[src/rtl/ram_pkg.sv]
// Shared types and default geometry for the RAM sequencing master and its read checker.
package ram_pkg;

    localparam int RAM_WIDTH   = 16;
    localparam int RAM_DEPTH   = 32;
    localparam int RAM_ADDRESS = 5;
    localparam int RAM_ERR_W   = 8;

    typedef enum logic [2:0] {
        IDLE,
        WRITE,
        READ,
        DRAIN,
        DONE
    } state_t;

endpackage

[src/rtl/ram_seq_master_if.sv]
// Dual-port RAM bus: gated write port plus a registered-data read port.
interface ram_seq_master_if
    import ram_pkg::*;
#(
    parameter int WIDTH   = RAM_WIDTH,
    parameter int ADDRESS = RAM_ADDRESS
);

    logic               cs;
    logic               valid;
    logic               wr_en;
    logic [ADDRESS-1:0] wr_addr;
    logic [WIDTH-1:0]   wr_data;
    logic               ready;
    logic               rd_en;
    logic [ADDRESS-1:0] rd_addr;
    logic [WIDTH-1:0]   rd_data;

    modport master (
        output cs, valid, wr_en, wr_addr, wr_data, rd_en, rd_addr,
        input  ready, rd_data
    );

    modport slave (
        input  cs, valid, wr_en, wr_addr, wr_data, rd_en, rd_addr,
        output ready, rd_data
    );

endinterface

[src/rtl/ram_rd_checker.sv]
// Compare stage: tracks each issued read for one cycle and checks the returned word,
// keeping a saturating mismatch count and the address of the first mismatch.
module ram_rd_checker
    import ram_pkg::*;
#(
    parameter int WIDTH   = RAM_WIDTH,
    parameter int ADDRESS = RAM_ADDRESS,
    parameter int ERR_W   = RAM_ERR_W
) (
    input  logic               clk,
    input  logic               rst,
    input  logic               clear,
    input  logic               rd_en,
    input  logic [ADDRESS-1:0] rd_addr,
    input  logic [WIDTH-1:0]   exp_data,
    input  logic [WIDTH-1:0]   rd_data,
    output logic [ERR_W-1:0]   err_cnt,
    output logic [ADDRESS-1:0] first_err
);

    logic               pipe_vld_q,  pipe_vld_d;
    logic [ADDRESS-1:0] pipe_addr_q, pipe_addr_d;
    logic [WIDTH-1:0]   pipe_exp_q,  pipe_exp_d;
    logic [ERR_W-1:0]   err_cnt_q,   err_cnt_d;
    logic [ADDRESS-1:0] first_err_q, first_err_d;

    // A zero count doubles as "no mismatch seen yet" because the counter saturates instead of wrapping.
    always_comb begin
        pipe_vld_d  = rd_en;
        pipe_addr_d = rd_en ? rd_addr  : pipe_addr_q;
        pipe_exp_d  = rd_en ? exp_data : pipe_exp_q;
        err_cnt_d   = err_cnt_q;
        first_err_d = first_err_q;
        if (clear) begin
            err_cnt_d   = '0;
            first_err_d = '0;
        end else if (pipe_vld_q && (rd_data != pipe_exp_q)) begin
            if (err_cnt_q == '0) first_err_d = pipe_addr_q;
            if (err_cnt_q != '1) err_cnt_d = err_cnt_q + 1'b1;
        end
    end

    always_ff @(posedge clk) begin
        if (rst) begin
            pipe_vld_q  <= 1'b0;
            pipe_addr_q <= '0;
            pipe_exp_q  <= '0;
            err_cnt_q   <= '0;
            first_err_q <= '0;
        end else begin
            pipe_vld_q  <= pipe_vld_d;
            pipe_addr_q <= pipe_addr_d;
            pipe_exp_q  <= pipe_exp_d;
            err_cnt_q   <= err_cnt_d;
            first_err_q <= first_err_d;
        end
    end

    assign err_cnt   = err_cnt_q;
    assign first_err = first_err_q;

endmodule

[src/rtl/ram_seq_master.sv]
// RAM init / self-test initiator: writes seed+k over a wrapping region, reads it back,
// and reports pass, mismatch count and first failing address.
module ram_seq_master
    import ram_pkg::*;
#(
    parameter int WIDTH   = RAM_WIDTH,
    parameter int DEPTH   = RAM_DEPTH,
    parameter int ADDRESS = RAM_ADDRESS,
    parameter int ERR_W   = RAM_ERR_W
) (
    input  logic               i_clk,
    input  logic               i_rst,
    input  logic               i_start,
    input  logic [ADDRESS-1:0] i_base,
    input  logic [ADDRESS:0]   i_len,
    input  logic [WIDTH-1:0]   i_seed,
    input  logic               i_abort,
    ram_seq_master_if.master   ram,
    output logic               o_busy,
    output logic               o_done,
    output logic               o_pass,
    output logic [ERR_W-1:0]   o_err_cnt,
    output logic [ADDRESS-1:0] o_first_err
);

    state_t             state_q,   state_d;
    logic [ADDRESS:0]   k_q,       k_d;
    logic [ADDRESS-1:0] base_q,    base_d;
    logic [ADDRESS:0]   len_q,     len_d;
    logic [WIDTH-1:0]   seed_q,    seed_d;
    logic               aborted_q, aborted_d;
    logic               wr_req_q,  wr_req_d;
    logic [ADDRESS-1:0] wr_addr_q, wr_addr_d;
    logic [WIDTH-1:0]   wr_data_q, wr_data_d;
    logic               rd_en_q,   rd_en_d;
    logic [ADDRESS-1:0] rd_addr_q, rd_addr_d;
    logic [WIDTH-1:0]   rd_exp_q,  rd_exp_d;
    logic               busy_q,    busy_d;
    logic               done_q,    done_d;
    logic               pass_q,    pass_d;
    logic               chk_clear;
    logic [ADDRESS:0]   k_inc;
    logic               last;
    logic [ERR_W-1:0]   err_cnt;
    logic [ADDRESS-1:0] first_err;

    function automatic logic [ADDRESS-1:0] region_addr(input logic [ADDRESS-1:0] b,
                                                       input logic [ADDRESS:0] k);
        return ADDRESS'((int'(b) + int'(k)) % DEPTH);
    endfunction

    function automatic logic [WIDTH-1:0] pattern(input logic [WIDTH-1:0] s,
                                                 input logic [ADDRESS:0] k);
        return s + WIDTH'(k);
    endfunction

    always_comb begin
        state_d   = state_q;
        k_d       = k_q;
        base_d    = base_q;
        len_d     = len_q;
        seed_d    = seed_q;
        aborted_d = aborted_q;
        wr_req_d  = wr_req_q;
        wr_addr_d = wr_addr_q;
        wr_data_d = wr_data_q;
        rd_en_d   = rd_en_q;
        rd_addr_d = rd_addr_q;
        rd_exp_d  = rd_exp_q;
        busy_d    = busy_q;
        done_d    = 1'b0;
        pass_d    = pass_q;
        chk_clear = 1'b0;
        k_inc     = k_q + 1'b1;
        last      = (k_q == len_q - 1'b1);
        case (state_q)
            IDLE: begin
                if (i_start) begin
                    base_d    = i_base;
                    len_d     = i_len;
                    seed_d    = i_seed;
                    k_d       = '0;
                    aborted_d = 1'b0;
                    busy_d    = 1'b1;
                    pass_d    = 1'b0;
                    chk_clear = 1'b1;
                    if (i_len == '0) begin
                        state_d = DONE;
                    end else begin
                        state_d   = WRITE;
                        wr_req_d  = 1'b1;
                        wr_addr_d = i_base;
                        wr_data_d = i_seed;
                    end
                end
            end
            // Index only moves on an accepted write; a stalled write keeps its address and data.
            WRITE: begin
                if (i_abort) begin
                    wr_req_d  = 1'b0;
                    aborted_d = 1'b1;
                    state_d   = DONE;
                end else if (ram.ready) begin
                    if (last) begin
                        wr_req_d  = 1'b0;
                        k_d       = '0;
                        rd_en_d   = 1'b1;
                        rd_addr_d = base_q;
                        rd_exp_d  = seed_q;
                        state_d   = READ;
                    end else begin
                        k_d       = k_inc;
                        wr_addr_d = region_addr(base_q, k_inc);
                        wr_data_d = pattern(seed_q, k_inc);
                    end
                end
            end
            READ: begin
                if (i_abort) begin
                    rd_en_d   = 1'b0;
                    aborted_d = 1'b1;
                    state_d   = DONE;
                end else if (last) begin
                    rd_en_d = 1'b0;
                    state_d = DRAIN;
                end else begin
                    k_d       = k_inc;
                    rd_addr_d = region_addr(base_q, k_inc);
                    rd_exp_d  = pattern(seed_q, k_inc);
                end
            end
            DRAIN: begin
                if (i_abort) aborted_d = 1'b1;
                state_d = DONE;
            end
            DONE: begin
                done_d  = 1'b1;
                busy_d  = 1'b0;
                pass_d  = (err_cnt == '0) && !aborted_q;
                state_d = IDLE;
            end
            default: state_d = IDLE;
        endcase
    end

    always_ff @(posedge i_clk) begin
        if (i_rst) begin
            state_q   <= IDLE;
            k_q       <= '0;
            base_q    <= '0;
            len_q     <= '0;
            seed_q    <= '0;
            aborted_q <= 1'b0;
            wr_req_q  <= 1'b0;
            wr_addr_q <= '0;
            wr_data_q <= '0;
            rd_en_q   <= 1'b0;
            rd_addr_q <= '0;
            rd_exp_q  <= '0;
            busy_q    <= 1'b0;
            done_q    <= 1'b0;
            pass_q    <= 1'b0;
        end else begin
            state_q   <= state_d;
            k_q       <= k_d;
            base_q    <= base_d;
            len_q     <= len_d;
            seed_q    <= seed_d;
            aborted_q <= aborted_d;
            wr_req_q  <= wr_req_d;
            wr_addr_q <= wr_addr_d;
            wr_data_q <= wr_data_d;
            rd_en_q   <= rd_en_d;
            rd_addr_q <= rd_addr_d;
            rd_exp_q  <= rd_exp_d;
            busy_q    <= busy_d;
            done_q    <= done_d;
            pass_q    <= pass_d;
        end
    end

    ram_rd_checker #(
        .WIDTH   (WIDTH),
        .ADDRESS (ADDRESS),
        .ERR_W   (ERR_W)
    ) u_checker (
        .clk       (i_clk),
        .rst       (i_rst),
        .clear     (chk_clear),
        .rd_en     (rd_en_q),
        .rd_addr   (rd_addr_q),
        .exp_data  (rd_exp_q),
        .rd_data   (ram.rd_data),
        .err_cnt   (err_cnt),
        .first_err (first_err)
    );

    assign ram.cs      = wr_req_q;
    assign ram.valid   = wr_req_q;
    assign ram.wr_en   = wr_req_q;
    assign ram.wr_addr = wr_addr_q;
    assign ram.wr_data = wr_data_q;
    assign ram.rd_en   = rd_en_q;
    assign ram.rd_addr = rd_addr_q;
    assign o_busy      = busy_q;
    assign o_done      = done_q;
    assign o_pass      = pass_q;
    assign o_err_cnt   = err_cnt;
    assign o_first_err = first_err;

endmodule

[src/flat_wrapper.sv]
// flat-port wrapper written by rule: the top's interface ports become plain ports
module ram_seq_master_flat import ram_pkg::*;
#(
    parameter int WIDTH   = RAM_WIDTH,
    parameter int DEPTH   = RAM_DEPTH,
    parameter int ADDRESS = RAM_ADDRESS,
    parameter int ERR_W   = RAM_ERR_W
)
  (i_clk, i_rst, i_start, i_base, i_len, i_seed, i_abort, o_busy, o_done, o_pass, o_err_cnt, o_first_err, ram_cs, ram_valid, ram_wr_en, ram_wr_addr, ram_wr_data, ram_rd_en, ram_rd_addr, ram_ready, ram_rd_data);
  ram_seq_master_if #(.WIDTH(WIDTH), .ADDRESS(ADDRESS)) ram_i ();
  input  logic i_clk;
  input  logic i_rst;
  input  logic i_start;
  input  logic [ADDRESS-1:0] i_base;
  input  logic [ADDRESS:0] i_len;
  input  logic [WIDTH-1:0] i_seed;
  input  logic i_abort;
  output logic o_busy;
  output logic o_done;
  output logic o_pass;
  output logic [ERR_W-1:0] o_err_cnt;
  output logic [ADDRESS-1:0] o_first_err;
  output wire logic [$bits(ram_i.cs)-1:0] ram_cs;
  output wire logic [$bits(ram_i.valid)-1:0] ram_valid;
  output wire logic [$bits(ram_i.wr_en)-1:0] ram_wr_en;
  output wire logic [$bits(ram_i.wr_addr)-1:0] ram_wr_addr;
  output wire logic [$bits(ram_i.wr_data)-1:0] ram_wr_data;
  output wire logic [$bits(ram_i.rd_en)-1:0] ram_rd_en;
  output wire logic [$bits(ram_i.rd_addr)-1:0] ram_rd_addr;
  input wire logic [$bits(ram_i.ready)-1:0] ram_ready;
  input wire logic [$bits(ram_i.rd_data)-1:0] ram_rd_data;
  assign ram_cs = ram_i.cs;
  assign ram_valid = ram_i.valid;
  assign ram_wr_en = ram_i.wr_en;
  assign ram_wr_addr = ram_i.wr_addr;
  assign ram_wr_data = ram_i.wr_data;
  assign ram_rd_en = ram_i.rd_en;
  assign ram_rd_addr = ram_i.rd_addr;
  assign ram_i.ready = ram_ready;
  assign ram_i.rd_data = ram_rd_data;
  ram_seq_master #(.WIDTH(WIDTH), .DEPTH(DEPTH), .ADDRESS(ADDRESS), .ERR_W(ERR_W)) u_core (.i_clk(i_clk), .i_rst(i_rst), .i_start(i_start), .i_base(i_base), .i_len(i_len), .i_seed(i_seed), .i_abort(i_abort), .ram(ram_i), .o_busy(o_busy), .o_done(o_done), .o_pass(o_pass), .o_err_cnt(o_err_cnt), .o_first_err(o_first_err));
endmodule
[config.mk]
export PLATFORM = sky130hd
export DESIGN_NAME = ram_seq_master_flat
export DESIGN_NICKNAME = d
export VERILOG_FILES = /design/src/rtl/ram_pkg.sv /design/src/rtl/ram_seq_master_if.sv /design/src/rtl/ram_rd_checker.sv /design/src/rtl/ram_seq_master.sv /design/src/flat_wrapper.sv
export SDC_FILE = /design/constraint.sdc
export NUM_CORES = 1
export LEC_CHECK = 0
export CAP_MARGIN = 20
export CORE_AREA = 2 2 112 114
export DETAILED_ROUTE_END_ITERATION = 10
export DIE_AREA = 0 0 114 116
export HOLD_SLACK_MARGIN = 0.1
export PLACE_DENSITY = 0.74
export SETUP_SLACK_MARGIN = 0.4
export SLEW_MARGIN = 15
export SYNTH_ARGS = -nofsm -noshare
export SYNTH_HDL_FRONTEND = slang
export SYNTH_SLANG_ARGS = --single-unit
[constraint.sdc]
create_clock -name i_clk -period 4.9 [get_ports i_clk]
set_input_delay 1.47 -clock i_clk [delete_from_list [all_inputs] [get_ports i_clk]]
set_output_delay 1.47 -clock i_clk [all_outputs]
set_load 0.02 [all_outputs]
# Yosys cells after proc, flatten, opt, wreduce, memory -nomap -nowiden
# Cells that the tools add are included.
# classes
addsub	5
mul	0
div	0
order_cmp	0
eq_ne	19
n_shift	0
muxes	57
bitwise_logic	0
n_reduce_logical	24
# op_table
operator	count
two-way mux 16 bit	9
one-hot mux 16 bit (2 select lines)	2
two-way mux 5 bit	9
two-way mux 6 bit	6
two-way mux 3 bit	7
one-hot mux 5 bit (2 select lines)	2
one-hot mux 6 bit (3 select lines)	1
AND reduction 6 bit	3
adder 16 x 6 -> 16 bit	1
!= test 16 bit	1
two-way mux 1 bit	15
!= test 2 bit, second input constant	7
one-hot mux 3 bit (4 select lines)	1
one-hot mux 1 bit (2 select lines)	5
AND reduction 5 bit	2
adder 8 x 1 -> 8 bit, second input constant	1
zero test 8 bit	1
!= test 8 bit, second input constant	1
AND reduction 2 bit	4
nonzero test 2 bit	4
adder 6 x 1 -> 6 bit, second input constant	1
equality test 3 x 2 -> 1 bit, second input constant	2
equality test 6 bit	1
zero test 6 bit	1
other kinds (15)	18
# totals
ff_bits	119
latchBits	0
ramBits	0
romBits	0
in_bits	48
output_inout_bits	46
wordCells	125
n_memories	0

# Depth between registers and ports, before layout
# Gate-level depths: netlist of run 1.
# depth
depth_word	6
mapped_depth	12

# Modules after synthesis
# From an unflattened synthesis of run 1, not the netlist that was laid out.
# unflattened
hier_cells	734
hier_area_um2	6150.9
# modules_own_cells
module	instances	cells_per_inst	area_per_inst_um2
ram_seq_master	1	566	4556.9
ram_rd_checker	1	168	1594.0

# Least setup slack after synthesis of run 1
# Ideal clock, no wire load.
# synth_path
path_type	input port to flip-flop
start	input port i_len[2]
end	register u_core.wr_data_q[10], in the netlist u_core.ram.wr_data[10]
setup_time_ps	71
arrival_time_ps	3098
required_time_ps	4829
setup_slack_ps	1732
path_stages	7
cell_sequence	or4_1 nor4_1 a2111o_1 buf_2 buf_2 nand2_1 a21oi_1
# synth_via
elab_chain_cells	3
# synth_lines
item	line	rtl
start, declared	flat_wrapper.sv:15	input logic [ADDRESS:0] i_len;
zero test 6 bit	ram_seq_master.sv:87	if (i_len == '0) begin
!= test 2 bit (no source line)	-	
AND reduction 6 bit (no source line)	-	
end signal, assigned	ram_seq_master.sv:172	wr_data_q <= wr_data_d;
end, declared	ram_seq_master.sv:34	logic [WIDTH-1:0] wr_data_q, wr_data_d;
# Every way passes these cells.
# A chain may end at the register's enable or synchronous reset.

# Final worst setup path of run 1
# layout_path
start	input port i_len[2]
end	register u_core.wr_addr_q[3], in the netlist u_core.ram.wr_addr[3]
# layout_via
elab_chain_cells	3
# layout_lines
item	line	rtl
zero test 6 bit	ram_seq_master.sv:87	
!= test 2 bit (no source line)	-	
AND reduction 6 bit (no source line)	-	
end signal, assigned	ram_seq_master.sv:171	wr_addr_q <= wr_addr_d;
end, declared	ram_seq_master.sv:33	logic [ADDRESS-1:0] wr_addr_q, wr_addr_d;
# Every way passes these cells.

==> flow_summary.toml, run 1 <==
[status]
status = "completed"

[routing]
totalWireLength_um = 14700
vias = 5211
drcViolationCount = 0
wl_met1_um = 7140
drt_first_pass_iters = 5
wl_met2_um = 6730
drt_iter0_drc = 421
via_per_inst = 5.46
highest_layer = "met4"
wire_per_inst_um = 15.5
met3WireLength_um = 740
ant_nets = 0

[worst_setup_path]
critical_path_required_ns = 5.23
cp_max_fo = 17
cp-startpoint = "i_len[2]"
critPathLaunchType = "primary input"
path_cells = "clkdlybuf4s50_1 > or4_1 > nor4_1 > a2111o_1 > a211oi_1 > nor3_1"
crit_slowest_cell = "a2111o_1"
cpPeakStageDelay_ns = 0.61
critPathKind = "primary input to register"
crit_end = "u_core.ram.wr_addr[3]"
r2r-start = "u_core.k_q[0]"
r2r_end = "u_core.rd_exp_q[10]"
rrSetupSlack_ns = 1.52
endpoint_kind = "register"
rr_worst_depth = 11
arrival_ns = 3.84

[sta]
fin_crit_ns = 3.51
slew_headroom_pct = 34.7
grt_setup_unrepaired = "no"
fin_setup_tns_ns = 0
max_freq_ghz = 0.285
hold_ws_ns = 0.452
setup_violations = 0
finalHoldViolations = 0
clock_skew_ns = 0.0134
tightest_slew_ns = 0.976
maxSlewViolCount = 0
finalCritPeriodShare_pct = 71.6

[power]
ir_drop_v = 0.000242
power_density_nw_per_um2 = 360
p_leak_nw = 2.61

[clock_tree]
clk_pin_slew_worst_paths_ns = 0.06
clockBufferDepth = 2
clock_latency_ns = 0.41
root_buffer = "clkbuf_16"
post_cts_buffers = 0
htreeDepth = 4
cts_tree = "done"
post_cts_resized = 0
hold_buffers = 0
numCtsBuffers = 17
clock-sinks = 119

[final_layout]
diodes = 0
final_core_util_pct = 62.9
stdcell_count = 954
final_cell_area_sq_um = 7500
drive_above_1_share_pct = 5.95
final_nets = 859
synthToLayoutAreaGrowth_pct = 26.4

[place]
place_area_sq_um = 6880
gp_congestion = 0.871
place_inst = 922
dp.final_hpwl_um = 10200
portBuffers = 93

[global_route]
antenna_found_initial = 0
grt_pass1_wl_um = 24400
grt_pass1_vias = 4947
grt_max_degree = 66
grt_remaining_overflow = 0
grt.total_usage_pct = 23.1

[synth]
synth-edff-count = 0
ys_seq_area_share_pct = 40.2
yosysWarnings = 0
yosys.area.top_type = "dfxtp_1"
synthesis.nets = 788
synthTopCellsByArea = "dfxtp_1 (40%), nand2_1 (7.2%), nor2_1 (6.5%)"
synthCells = 723
synth_seq_cells = 119
yosysMostFrequentCell = "dfxtp_1"
synthesis.area_sq_um = 5930
ys_types = 50
syn_avg_cell_area_sq_um = 8.20
yosys-top-cells-count = "dfxtp_1 (119), nand2_1 (113), nor2_1 (103)"
synth_ff_type = "dfxtp_1"
async_flop_share_pct = 0
synth_top_area_share_pct = 40.2

[run]
drv_cap = 0

[floorplan]
start_util_pct = 49.8
ios = 94
dieArea_sq_um = 13200
die_h_um = 116
die_w_um = 114
core_area_sq_um = 11900
core.rowCount = 40

[hold_path]
hp-class = "register to register"
## per-stage QoR
stage | power (mW) | setup slack (ns)
floorplan | 1.28 | 1.73
global placement | 1.41 | 1.00
detailed placement | 1.42 | 0.989
CTS | 2.71 | 1.37
global route | 2.80 | 1.20
finish | 2.70 | 1.39
## worst min path at each step
stage / startpoint / end / slack [ns] / cells past startpoint
final: u_core.ram.wr_data[12] / u_core.ram.wr_data[12] / 0.45 / 2
after global routing: u_core.ram.wr_data[12] / u_core.ram.wr_data[12] / 0.48 / 2
after floorplan: u_core.aborted_q / u_core.aborted_q / 0.44 / 2
after CTS: u_core.ram.wr_data[12] / u_core.ram.wr_data[12] / 0.45 / 2
after detailed placement: u_core.ram.wr_data[12] / u_core.ram.wr_data[12] / 0.45 / 2
after global placement: u_core.ram.wr_data[14] / u_core.ram.wr_data[14] / 0.44 / 2
## state kept, by name, indices dropped and copies added (netlist names), 6 cells and up
signal and count:
u_core.k_q 6, u_core.len_q 6, u_core.ram.wr_data 16, u_core.rd_exp_q 16
u_core.seed_q 16, u_core.u_checker.err_cnt 8, u_core.u_checker.pipe_exp_q 16
## logic make-up (layout without fill, tap and decap cells)
logic type               Yosys count  count (layout)  synth area share [%]
multiplexers                      31              31                  5.32
buffers and inverters             63             147                  4.60
flip-flops                       119             119                  40.2
adder cells (fa/ha/maj)           17              17                  3.84
AND/OR/NAND/NOR                  283             283                  20.6
AO/OA/AOI/OAI                    150             150                  16.5
XOR/XNOR                          60              60                  8.99
## worst max-delay path, delay by kind of cell
family,cells,cell delay (ns)
buf+inv,1,0.41
compound gates,2,0.72
simple gates,3,1.23
## final cells by class
type,instances,area [sq um]
multi-input cells,541,3280
well taps,147,184
inverters,15,56.3
clock buffers,22,474
fillers,1068,4410
repair buffers,100,978
flip-flops and latches,119,2380
clock inverters,10,143
## layer usage
layer  vias to the layer above  global-route usage, %
met5                         -                      0
li1                       2630                      -
met3                         9                   4.13
met4                         0                   5.93
met2                       146                   37.1
met1                      2426                   32.2
## cells in the final DEF (no fill, tap or decap), drive strengths merged, types with 21 or more instances in the layout
| master | count |
|---|---|
| dfxtp | 119 |
| nand2 | 113 |
| nor2 | 104 |
| clkdlybuf4s50 | 92 |
| a21oi | 64 |
| xnor2 | 39 |
| mux2i | 30 |
| a211oi | 27 |
| clkbuf | 22 |
| xor2 | 21 |
## power breakdown
part	switching (mW)	internal [mW]	total (mW)
sequential	0.0420	1.01	1.05
combinational	0.192	0.158	0.350
clock	0.453	0.844	1.30
total	0.687	2.01	2.70
Note: power is estimated with default switching activity, not from simulation.
==> inputs of run 2 (changes only) <==
CORE_AREA = 2 2 114 116   (was 2 2 112 114)
DIE_AREA = 0 0 116 118   (was 0 0 114 116)
PLACE_DENSITY = 0.75   (was 0.74)
clock period = 2.95 ns   (was 4.9 ns; I/O delays follow)
==> flow_summary.toml, run 2 (synthesis gave the netlist of run 1 again) <==
[routing]
drcViolationCount = 0
totalWireLength_um = 16400
wire_per_inst_um = 16.1
ant_nets = 0
drt_iter0_drc = 423
via_per_inst = 5.42
drt_first_pass_iters = 6
vias = 5525

[worst_setup_path]
critical_path_required_ns = 3.28
rr_worst_depth = 12
crit_end = "u_core.rd_exp_q[11]"
cpPeakStageDelay_ns = 0.40
cp-startpoint = "u_core.k_q[0]"
cp_max_fo = 5
rrSetupSlack_ns = 0.44
r2r-start = "u_core.k_q[0]"
crit_slowest_cell = "dfxtp_4"
r2r_end = "u_core.rd_exp_q[11]"
path_cells = "nand3_4 > buf_4 > xnor2_4 > ha_4 > o21ai_1 > o21ai_1 > buf_4 > nand4_1 > nor2_2 > nand3_1 > xor2_1 > a211oi_1"
arrival_ns = 2.84
endpoint_kind = "register"
critPathLaunchType = "register"
critPathKind = "register to register"

[global_route]
grt_remaining_overflow = 0
antenna_found_initial = 0
grt.total_usage_pct = 23.0
grt_pass1_vias = 5224
grt_pass1_wl_um = 25100
grt_max_degree = 62

[power]
ir_drop_v = 0.000338
p_leak_nw = 2.88
power_density_nw_per_um2 = 547

[sta]
grt_setup_unrepaired = "yes"
maxSlewViolCount = 0
tightest_slew_ns = 0.619
hold_ws_ns = 0.452
finalHoldViolations = 0
fin_setup_tns_ns = 0
max_freq_ghz = 0.398
setup_ws_ns = 0.440
setup_violations = 0
finalCritPeriodShare_pct = 85.1
fin_crit_ns = 2.51
slew_headroom_pct = 58.7
clock_skew_ns = 0.00646

[final_layout]
stdcell_count = 1020
layout_commonest_cell = "dfxtp_1"
mostFrequentLayoutCells = "dfxtp_1 (114), nand2_1 (112), nor2_1 (101)"
final_cell_area_sq_um = 8170
drive_above_1_share_pct = 15.4
fillers = 1017
synthToLayoutAreaGrowth_pct = 37.9
final_nets = 901
diodes = 0

[clock_tree]
numCtsBuffers = 17
cts_tree = "done"
hold_buffers = 0
clk_pin_slew_worst_paths_ns = 0.05
clockBufferDepth = 2
root_buffer = "clkbuf_16"
clock-sinks = 119
htreeDepth = 4
clock_latency_ns = 0.41

[place]
gp_congestion = 0.913
portBuffers = 93
dp_slack_ns = -0.489
place_area_sq_um = 7090
dp.final_hpwl_um = 10600
place_inst = 968

[hold_path]
whs_path_depth = 2
hp-class = "register to register"

[floorplan]
ios = 94
start_util_pct = 47.8
dieArea_sq_um = 13700
die_w_um = 116
core.rowCount = 41
core_area_sq_um = 12400
die_h_um = 118

[run]
drv_cap = 0

[status]
status = "completed"
==> run 2: cell count changes in the layout (fill, tap and decap cells not counted), moves of 3 or more <==
| cell | change |
|---|---|
| a211oi_1 | -8 |
| a211oi_2 | +7 |
| buf_12 | +3 |
| buf_4 | +37 |
| clkdlybuf4s50_1 | -4 |
| dfxtp_1 | -5 |
| dfxtp_4 | +5 |
| dlymetal6s2s_1 | +4 |
| ha_1 | -8 |
| ha_2 | +3 |
| ha_4 | +5 |
| xnor2_1 | -4 |
| xnor2_2 | +3 |
==> run 2: layer usage <==
layer  vias to the layer above  GRT usage [%]  share of wire (%)
met1                      2586           30.9                 46
met2                       189           36.1                 46
met4                         0           9.67                2.8
li1                       2708              -                  -
met5                         -              0                  0
met3                        42           4.17                4.9
==> run 2: stage by stage <==
stage	power, mW	utilization (%)
5_1_grt	4.61	65.8
3_3_place_gp	2.37	57.1
4_1_cts	4.43	62.9
6_report	4.47	65.8
2_1_floorplan	2.13	-
3_5_place_dp	2.38	57.1
==> run 2: worst min-delay path by stage <==
stage / startpoint / to / slack [ns]
floorplan: u_core.aborted_q / u_core.aborted_q / 0.44
global placement: u_core.ram.wr_data[12] / u_core.ram.wr_data[12] / 0.45
detailed placement: u_core.ram.wr_addr[1] / u_core.ram.wr_addr[1] / 0.45
CTS: u_core.ram.wr_data[11] / u_core.ram.wr_data[11] / 0.46
global route: u_core.ram.wr_data[14] / u_core.ram.wr_data[14] / 0.48
finish: u_core.ram.wr_data[11] / u_core.ram.wr_data[11] / 0.45
==> run 2: final cells by class <==
| class | count | area (sq um) | area share, % |
|---|---|---|---|
| clock buffers | 22 | 454 | 5.56 |
| clock inverters | 9 | 126 | 1.55 |
| inverters | 15 | 56.3 | 0.689 |
| multi-input cells | 541 | 3570 | 43.7 |
| flip-flops and latches | 119 | 2400 | 29.4 |
| well taps | 172 | 215 | 2.63 |
| repair buffers | 142 | 1350 | 16.5 |
==> run 2: critical path: cells and delay by family (launching register included) <==
kind | cells | cell delay, ns
AO/OA/AOI/OAI | 3 | 0.48
XOR/XNOR | 2 | 0.33
buffers and inverters | 2 | 0.34
adder cells (fa/ha/maj) | 1 | 0.31
AND/OR/NAND/NOR | 4 | 0.55
flip-flops | 1 | 0.40
==> run 2: report_power, final <==
group / leakage, nW / switching [mW] / internal [mW] / total [mW]
registers: 0.972 / 0.0736 / 1.67 / 1.75
logic: 1.63 / 0.358 / 0.316 / 0.674
clock network: 0.284 / 0.712 / 1.34 / 2.05
==> run 2: timing repair <==
item | 4_1_cts | 5_1_grt
endpoints found under the hold margin | 0 | 0
setup buffers | 9 | 12
setup endpoints to repair | 31 | 37
pin swaps | 7 | 21
gates resized for setup | 17 | 53
==> inputs of run 3 (changes only) <==
CORE_AREA = 2 2 112 114   (was 2 2 114 116)
DIE_AREA = 0 0 114 116   (was 0 0 116 118)
DONT_BUFFER_PORTS = 1   (was unset)
PLACE_DENSITY = 0.67   (was 0.75)
==> flow_summary.toml, run 3 (synthesis gave the netlist of run 1 again) <==
[status]
status = "completed"

[clock_tree]
cts_tree = "done"
numCtsBuffers = 17
root_buffer = "clkbuf_16"
clockBufferDepth = 2
clk_pin_slew_worst_paths_ns = 0.05
clock_latency_ns = 0.42
clock-sinks = 119
htreeDepth = 4

[power]
p_sw_share_pct = 25.2
p_int_mw = 3.19
power_density_nw_per_um2 = 613
ir_drop_v = 0.000335
pwr-share-clk_pct = 48.5
p_leak_nw = 2.37
power_mw = 4.26
power.net_switching_mw = 1.07
seq_power_share_pct = 42.2
p_comb_share_pct = 9.3

[global_route]
grt_pass1_wl_um = 24800
grt_remaining_overflow = 0
met1_usage_pct = 32.7
busiest_layer = "met2"
met2_usage_pct = 37.1
grtUsageMet3_pct = 6.38
grt_max_degree = 105
antenna_found_initial = 0
grt.total_usage_pct = 24.1
grt_pass1_vias = 4758

[worst_setup_path]
path_cells = "ha_4 > inv_1 > fa_2 > nor2b_4 > o2111ai_4 > a21oi_2 > nand2_2 > or3_1 > a311oi_2"
critPathLaunchType = "register"
arrival_ns = 2.83
r2r_end = "u_core.rd_exp_q[12]"
cpPeakStageDelay_ns = 0.41
rrSetupSlack_ns = 0.44
critPathKind = "register to register"
cp_max_fo = 5
crit_slowest_cell = "fa_2"
critical_path_required_ns = 3.28
rr_worst_depth = 9
crit_family = "adder cells"
endpoint_kind = "register"
crit_buf_inv = 1
r2r-start = "u_core.k_q[0]"

[routing]
drt_iter0_drc = 319
wire_per_inst_um = 17.9
ant_nets = 0
drcViolationCount = 0
drt_first_pass_iters = 5
vias = 5029
via_per_inst = 5.73
totalWireLength_um = 15700

[sta]
maxSlewViolCount = 0
finalHoldViolations = 0
max_freq_ghz = 0.399
grt_setup_unrepaired = "yes"
setup_ws_ns = 0.442
setup_violations = 0
clock_skew_ns = 0.00580
finalCritPeriodShare_pct = 85.0
fin_setup_tns_ns = 0
slew_headroom_pct = 51.6
fin_crit_ns = 2.51
tightest_slew_ns = 0.725

[floorplan]
ios = 94
die_w_um = 114
dieArea_sq_um = 13200
core.rowCount = 40
start_util_pct = 49.8
core_area_sq_um = 11900
die_h_um = 116

[final_layout]
synthToLayoutAreaGrowth_pct = 17.4
mostFrequentLayoutCells = "nand2_1 (112), dfxtp_1 (112), nor2_1 (101)"
final_nets = 785
drive_above_1_share_pct = 13.4
diodes = 0

[hold_path]
whs_path_depth = 2
hold_end = "u_core.len_q[5]"
hp-start = "u_core.len_q[5]"
hp-class = "register to register"

[place]
dp_slack_ns = 0.0594
gp_congestion = 0.867
portBuffers = 0
dp.final_hpwl_um = 10500

[run]
drv_cap = 0
run 3: worst max path at each step:
stage               startpoint             endpoint  depth (start not counted)
3_3_place_gp     u_core.k_q[2]  u_core.rd_exp_q[10]                         11
2_1_floorplan    u_core.k_q[0]  u_core.rd_exp_q[12]                          9
5_1_grt        u_core.len_q[0]   u_core.rd_exp_q[6]                         10
6_report         u_core.k_q[0]  u_core.rd_exp_q[12]                          9
4_1_cts          u_core.k_q[2]  u_core.rd_exp_q[11]                         11
3_5_place_dp     u_core.k_q[0]  u_core.rd_exp_q[10]                         11
run 3: final cells by class:
cell class	instances	area, sq um
Multi-Input combinational cell	544	3540
Sequential cell	119	2400
Fill cell	1050	4950
Timing Repair Buffer	23	193
Clock buffer	21	460
Tap cell	147	184
Inverter	15	56.3
Clock inverter	9	126
run 3: through the flow:
stage               utilization, %  cells  cell area [sq um]  hold slack [ns]
floorplan                        -    723               5940            0.442
global placement              50.3    832               5990            0.455
detailed placement            50.3    832               5990            0.461
CTS                           56.6    869               6750            0.469
global route                  58.5    878               6960            0.487
finish                        58.5    878               6960            0.465
run 3: power groups by stage:
| stage | Combinational, mW | Clock, mW | Sequential [mW] |
|---|---|---|---|
| after global placement | 0.365 | 0 | 1.83 |
| after global routing | 0.440 | 2.16 | 1.81 |
| after detailed placement | 0.373 | 0 | 1.83 |
| final | 0.396 | 2.07 | 1.80 |
| after CTS | 0.382 | 2.09 | 1.80 |
| after floorplan | 0.333 | 0 | 1.79 |
run 3: worst min-delay path, cell delays in order (launching register included):
cell and delay (ns):
dfxtp_1 0.31, nand2_1 0.06, a21oi_1 0.05
run 3: timing repair:
action,4_1_cts,5_1_grt
hold buffers,0,0
resized for setup,24,29
pin swaps,7,10
buffers inserted,6,7
cloned,1,2
endpoints found under the setup margin,25,42
run 3: metal layers:
| layer | wire, um | share of wire [%] | vias up |
|---|---|---|---|
| li1 | - | - | 2480 |
| met1 | 7310 | 46 | 2378 |
| met2 | 7210 | 46 | 152 |
| met3 | 974 | 6.2 | 19 |
| met4 | 227 | 1.4 | 0 |
| met5 | 0 | 0 | - |
